<file path="src/rtl/fare_accum.sv">
// Trip fare accumulator: synchronises the km and wait-fare pulse inputs, runs the
// IDLE/RUN/HOLD trip state machine and keeps the running fare and distance in BCD.
module fare_accum #(
  parameter logic [15:0] START_FARE = 16'h0100,
  parameter logic [7:0]  BASE_KM    = 8'h03,
  parameter logic [15:0] KM_FARE    = 16'h0020,
  parameter logic [15:0] WAIT_FARE  = 16'h0010
) (
  input  logic        clk,
  input  logic        rst,
  input  logic        trip_start,
  input  logic        trip_end,
  input  logic        clr,
  input  logic        km_pulse,
  input  logic        wait_fare_pulse,
  output logic [15:0] fare_bcd,
  output logic [7:0]  km_bcd,
  output logic        running,
  output logic        fare_upd
);

  typedef enum logic [1:0] {IDLE = 2'd0, RUN = 2'd1, HOLD = 2'd2} state_e;

  // Digit-wise BCD add; bit 16 is the decimal carry out of the top digit.
  function automatic logic [16:0] bcd_add16(input logic [15:0] a, input logic [15:0] b);
    logic [4:0]  s;
    logic [4:0]  t;
    logic        c;
    logic [15:0] r;
    c = 1'b0;
    r = 16'h0000;
    for (int i = 0; i < 4; i++) begin
      s = {1'b0, a[4*i +: 4]} + {1'b0, b[4*i +: 4]} + {4'd0, c};
      if (s > 5'd9) begin
        t = s - 5'd10;
        r[4*i +: 4] = t[3:0];
        c = 1'b1;
      end else begin
        r[4*i +: 4] = s[3:0];
        c = 1'b0;
      end
    end
    return {c, r};
  endfunction

  function automatic logic [15:0] bcd_sat_add(input logic [15:0] a, input logic [15:0] b);
    logic [16:0] sum;
    sum = bcd_add16(a, b);
    return sum[16] ? 16'h9999 : sum[15:0];
  endfunction

  state_e      state_q, state_d;
  logic [15:0] fare_q, fare_d;
  logic [7:0]  km_q, km_d;
  logic        running_q, running_d;
  logic        charge_q, charge_d;
  logic        fare_upd_q, fare_upd_d;
  logic [2:0]  km_sync_q, km_sync_d;
  logic [2:0]  wait_sync_q, wait_sync_d;
  logic        km_ev_s, wait_ev_s, km_chg_s;
  logic [16:0] km_sum_s;
  logic [15:0] fare_acc_s;

  assign km_ev_s   = km_sync_q[1] & ~km_sync_q[2];
  assign wait_ev_s = wait_sync_q[1] & ~wait_sync_q[2];
  assign km_chg_s  = km_ev_s & (km_q >= BASE_KM);

  always_comb begin
    state_d     = state_q;
    fare_d      = fare_q;
    km_d        = km_q;
    charge_d    = 1'b0;
    km_sync_d   = {km_sync_q[1:0], km_pulse};
    wait_sync_d = {wait_sync_q[1:0], wait_fare_pulse};
    km_sum_s    = bcd_add16({8'h00, km_q}, 16'h0001);
    fare_acc_s  = fare_q;
    case (state_q)
      IDLE: begin
        if (trip_start) begin
          state_d = RUN;
          fare_d  = START_FARE;
          km_d    = 8'h00;
        end else begin
          state_d = IDLE;
        end
      end
      RUN: begin
        if (trip_end) begin
          state_d = HOLD;
        end else begin
          state_d = RUN;
        end
        // Both charges may land in one cycle; they are chained so neither is lost.
        if (km_chg_s) begin
          fare_acc_s = bcd_sat_add(fare_acc_s, KM_FARE);
        end else begin
          fare_acc_s = fare_acc_s;
        end
        if (wait_ev_s) begin
          fare_acc_s = bcd_sat_add(fare_acc_s, WAIT_FARE);
        end else begin
          fare_acc_s = fare_acc_s;
        end
        fare_d = fare_acc_s;
        if (km_ev_s && (km_q != 8'h99)) begin
          km_d = km_sum_s[7:0];
        end else begin
          km_d = km_q;
        end
        charge_d = wait_ev_s | km_chg_s;
      end
      HOLD: begin
        if (trip_start) begin
          state_d = RUN;
          fare_d  = START_FARE;
          km_d    = 8'h00;
        end else if (clr) begin
          state_d = IDLE;
          fare_d  = 16'h0000;
          km_d    = 8'h00;
        end else begin
          state_d = HOLD;
        end
      end
      default: begin
        state_d = IDLE;
        fare_d  = 16'h0000;
        km_d    = 8'h00;
      end
    endcase
    running_d  = (state_d == RUN);
    fare_upd_d = charge_q;
  end

  always_ff @(posedge clk) begin
    if (rst) begin
      state_q     <= IDLE;
      fare_q      <= 16'h0000;
      km_q        <= 8'h00;
      running_q   <= 1'b0;
      charge_q    <= 1'b0;
      fare_upd_q  <= 1'b0;
      km_sync_q   <= 3'b000;
      wait_sync_q <= 3'b000;
    end else begin
      state_q     <= state_d;
      fare_q      <= fare_d;
      km_q        <= km_d;
      running_q   <= running_d;
      charge_q    <= charge_d;
      fare_upd_q  <= fare_upd_d;
      km_sync_q   <= km_sync_d;
      wait_sync_q <= wait_sync_d;
    end
  end

  assign fare_bcd = fare_q;
  assign km_bcd   = km_q;
  assign running  = running_q;
  assign fare_upd = fare_upd_q;

endmodule

</file>
<file path="config.mk">
export PLATFORM = sky130hd
export DESIGN_NAME = fare_accum
export DESIGN_NICKNAME = d
export VERILOG_FILES = /design/src/rtl/fare_accum.sv
export SDC_FILE = /design/constraint.sdc
export NUM_CORES = 1
export LEC_CHECK = 0
export ABC_AREA = 1
export BUFFER_PORTS_ARGS = -buffer_cell sky130_fd_sc_hd__buf_2
export CORE_UTILIZATION = 24
export DETAILED_ROUTE_END_ITERATION = 10
export PLACE_DENSITY = 0.38
export REMOVE_ABC_BUFFERS = 1
export SLEW_MARGIN = 20
export SYNTH_ARGS = -nofsm -noshare
export SYNTH_HDL_FRONTEND = slang
export SYNTH_SLANG_ARGS = --single-unit
</file>
<file path="constraint.sdc">
create_clock -name clk -period 14.4 [get_ports clk]
set_clock_uncertainty 0.05 [all_clocks]
set_input_delay 0.72 -clock clk [delete_from_list [all_inputs] [get_ports clk]]
set_output_delay 0.72 -clock clk [all_outputs]
set_load 0.05 [all_outputs]
</file>
==> results by group <==
Run status
  • Outcome: finished clean

Cells and area
  • Fin cells: 612
  • Area Growth Syn to Fin: 16.6%
  • Number of fill cells in the layout: 1,257
  • NumNets Final: 501
  • Antenna Cells: 0
  • Finished Cell Area: 0.00329 mm^2
  • Share of cells above drive strength 1: 16.4%

Worst setup path
  • Worst Path Required: 14.49 ns
  • Largest delay share family, worst path: adder cells
  • Most numerous cell on the critical path: ha_1
  • Reg2Reg Depth: 57
  • R2R setup slack: 6.57 ns
  • Critical path startpoint: fare_bcd[2]
  • Critical path depth in cells: 57
  • CP arrival: 7.93 ns
  • Buf/Inv on CP: 12
  • Crit path kind: register to register
  • CP max stage cell: dfxtp_1
  • Reg2reg end: fare_bcd[8]
  • Reg2Reg Launch Point: fare_bcd[2]
  • Setup crit end kind: register
  • Crit path max fanout: 5
  • CP startpoint kind: register
  • Max stage delay on crit path: 0.41 ns

Timing
  • Final setup fails: 0
  • Peak Freq: 0.128 GHz
  • Min setup slack post-route: 6.57 ns
  • Period utilization: 54.4%
  • Worst slew margin: 44.1%
  • Total negative slack: 0 ns
  • Fin crit period: 7.83 ns
  • Hold_ws: 0.350 ns
  • Final Hold Fails: 0
  • Final Max Tran Viols: 0
  • RSZ-0062 raised after global routing: false
  • Worst slew pin tran: 0.835 ns

Hold path
  • WHS Endpoint: wait_sync_q[1]
  • WHS Path Cells: 2
  • Worst hold-check path type: register to register
  • Hold path startpoint: wait_sync_q[0]

Power and ir drop
  • Pwr dens: 70.4 mW/mm^2
  • Power Internal: 0.169 mW
  • Reg power frac: 43.4%
  • Max VDD drop: 0.0394 mV
  • Combinational share of power: 9.6%
  • Clock share of power: 47.1%
  • Switch share: 27.1%
  • NetSw: 0.0627 mW
  • Leak: 1.65 nW

Yosys
  • Mean cell area of the mapped netlist: 6.54 um^2
  • Syn Inst Count: 432
  • Yosys reg bits: 35
  • Sequential element share of the synthesized area: 24.8%
  • Synth unique cells: 38
  • Post-Syn Area: 0.00283 mm^2
  • Asr flop ratio synth: 0%
  • EDFF count, synth: 0
  • Syn. warnings: 0
  • Synth Flop Type: dfxtp_1

Clock tree
  • CTS clk-pin slew, worst paths: 0.06 ns
  • Hold Buf Count CTS: 0
  • Clk_lat worst skew: 0.29 ns
  • H-Tree Depth: 2
  • Post_cts resized: 0
  • Post-CTS Setup Bufs: 0
  • Root buf cell: clkbuf_16
  • Total clock sinks: 35
  • CTS tree: done
  • Deepest clock path buffer count: 2
  • Inserted Clock Buffers: 5

Place
  • Port bufs: 32
  • Placed insts: 604
  • Post-DP HPWL: 5780 um
  • Post-Place Worst Slack: 6.56 ns
  • Routability cong.: 0.826
  • Post-Place Cell Area: 0.00315 mm^2

Floorplan
  • Die Wd: 110 um
  • Die Footprint: 0.0122 mm^2
  • Initial cell density of the core: 24.6%
  • Core area: 0.0115 mm^2
  • Number of cell rows: 39
  • # IOs: 33
  • Die Span Y: 110 um

Route
  • Number of DRC markers in iteration 0: 134
  • Via Count: 2,749
  • DR DRC count: 0
  • Total Wirelength: 7620 um
  • Drt pass-1 iters: 4
  • Wirelength per Cell: 12.4 um
  • Routed Antenna Nets: 0
  • Drt via density: 4.49

Global routing
  • Met2 Usage GRT: 21.8%
  • Initial antenna violation count: 0
  • Busiest grt layer: met2
  • Grt met3 use: 2.47%
  • Congestion Overflow GR: 0
  • Pin count of the biggest net entering global routing: 22
  • First-pass GRT wire length: 13,000 um
  • Vias in the first global route: 2,647
  • Met1 Usage GRT: 17.1%
  • Gr usage total: 13.1%

Run
  • Max-cap violations: 0
==> placed cells by master, fill, tap and decap left out, types with 2 or more instances in the layout <==
cell type    n
a21oi_1     16
and2_1       2
buf_2       32
buf_4        2
clkbuf_16    5
dfxtp_1     35
ha_1        26
inv_1       63
inv_2        2
nand2_1    125
nand2_2     13
nand2_4      3
nand3_1     43
nand3_2      6
nand3b_1     2
nand4_1      4
nor2_1      30
nor2_2       2
nor2_4       3
o211ai_1     6
o21ai_0     11
o21ai_1      8
o22ai_1      6
xor2_1       6
==> flip-flops by register name (all words and copies together) (netlist names) <==
| name | cells |
|---|---|
| running | 1 |
| charge_q | 1 |
| fare_bcd | 16 |
| km_bcd | 8 |
| km_sync_q | 3 |
| state_q | 2 |
| fare_upd | 1 |
| wait_sync_q | 3 |
==> Yosys cell counts, types with 2 or more instances <==
library cell / n / share of area (%)
a21oi_1: 16 / 2.8
and2_1: 2 / 0.44
clkbuf_1: 4 / 0.53
dfxtp_1: 35 / 25
ha_1: 26 / 12
inv_1: 63 / 8.4
inv_2: 2 / 0.27
nand2_1: 125 / 17
nand2_2: 13 / 2.9
nand2_4: 3 / 1.2
nand3_1: 43 / 7.6
nand3_2: 6 / 2.1
nand3b_1: 2 / 0.53
nand4_1: 4 / 0.89
nor2_1: 30 / 4.0
nor2_2: 2 / 0.44
nor2_4: 3 / 1.2
o211ai_1: 6 / 1.6
o21ai_0: 11 / 1.9
o21ai_1: 8 / 1.4
o22ai_1: 6 / 1.3
xor2_1: 6 / 1.9
==> power by group through the flow <==
stage	logic, mW	registers [mW]	clock network [mW]
5_1_grt	0.0250	0.101	0.118
3_3_place_gp	0.0225	0.103	0
6_report	0.0221	0.101	0.109
3_5_place_dp	0.0225	0.103	0
4_1_cts	0.0225	0.101	0.113
2_1_floorplan	0.0112	0.106	0
==> worst register-to-register path: cells and delay by family (launching register included) <==
kind / cells / cell delay (ns)
AND/OR/NAND/NOR: 28 / 2.66
buffers and inverters: 12 / 0.84
AO/OA/AOI/OAI: 3 / 0.44
adder cells (fa/ha/maj): 14 / 3.32
flip-flops: 1 / 0.41
==> routing by layer <==
| metal | wire (um) | vias up |
|---|---|---|
| li1 | - | 1471 |
| met1 | 3700 | 1219 |
| met2 | 3510 | 48 |
| met3 | 264 | 11 |
| met4 | 141 | 0 |
| met5 | 0 | - |
==> kinds of logic after synthesis <==
logic type	synth area share, %
AND/OR/NAND/NOR	39.2
flip-flops	24.8
multiplexers	0.354
XOR/XNOR	1.86
AO/OA/AOI/OAI	12.1
adder cells (fa/ha/maj)	11.5
buffers and inverters	10.1
==> stage by stage <==
stage | total power [mW] | utilization (%)
6_report | 0.232 | 28.7
3_5_place_dp | 0.125 | 27.5
4_1_cts | 0.237 | 28.7
2_1_floorplan | 0.117 | -
3_3_place_gp | 0.125 | 27.5
5_1_grt | 0.243 | 28.7
==> area by class of cell <==
class / count / area, um^2 / area share [%]
multi-input combinational: 325 / 1840 / 55.8
clock inverter: 2 / 12.5 / 0.380
clock buffer: 6 / 129 / 3.91
inverter: 67 / 259 / 7.86
tap: 143 / 179 / 5.43
timing repair buffer: 34 / 175 / 5.32
sequential: 35 / 701 / 21.3
==> how the worst max path moves through the flow <==
stage,endpoint
detailed placement,fare_bcd[8]
floorplan,fare_bcd[8]
CTS,fare_bcd[8]
global route,fare_bcd[8]
finish,fare_bcd[8]
global placement,fare_bcd[8]
Power figures use the tool's default switching activity.
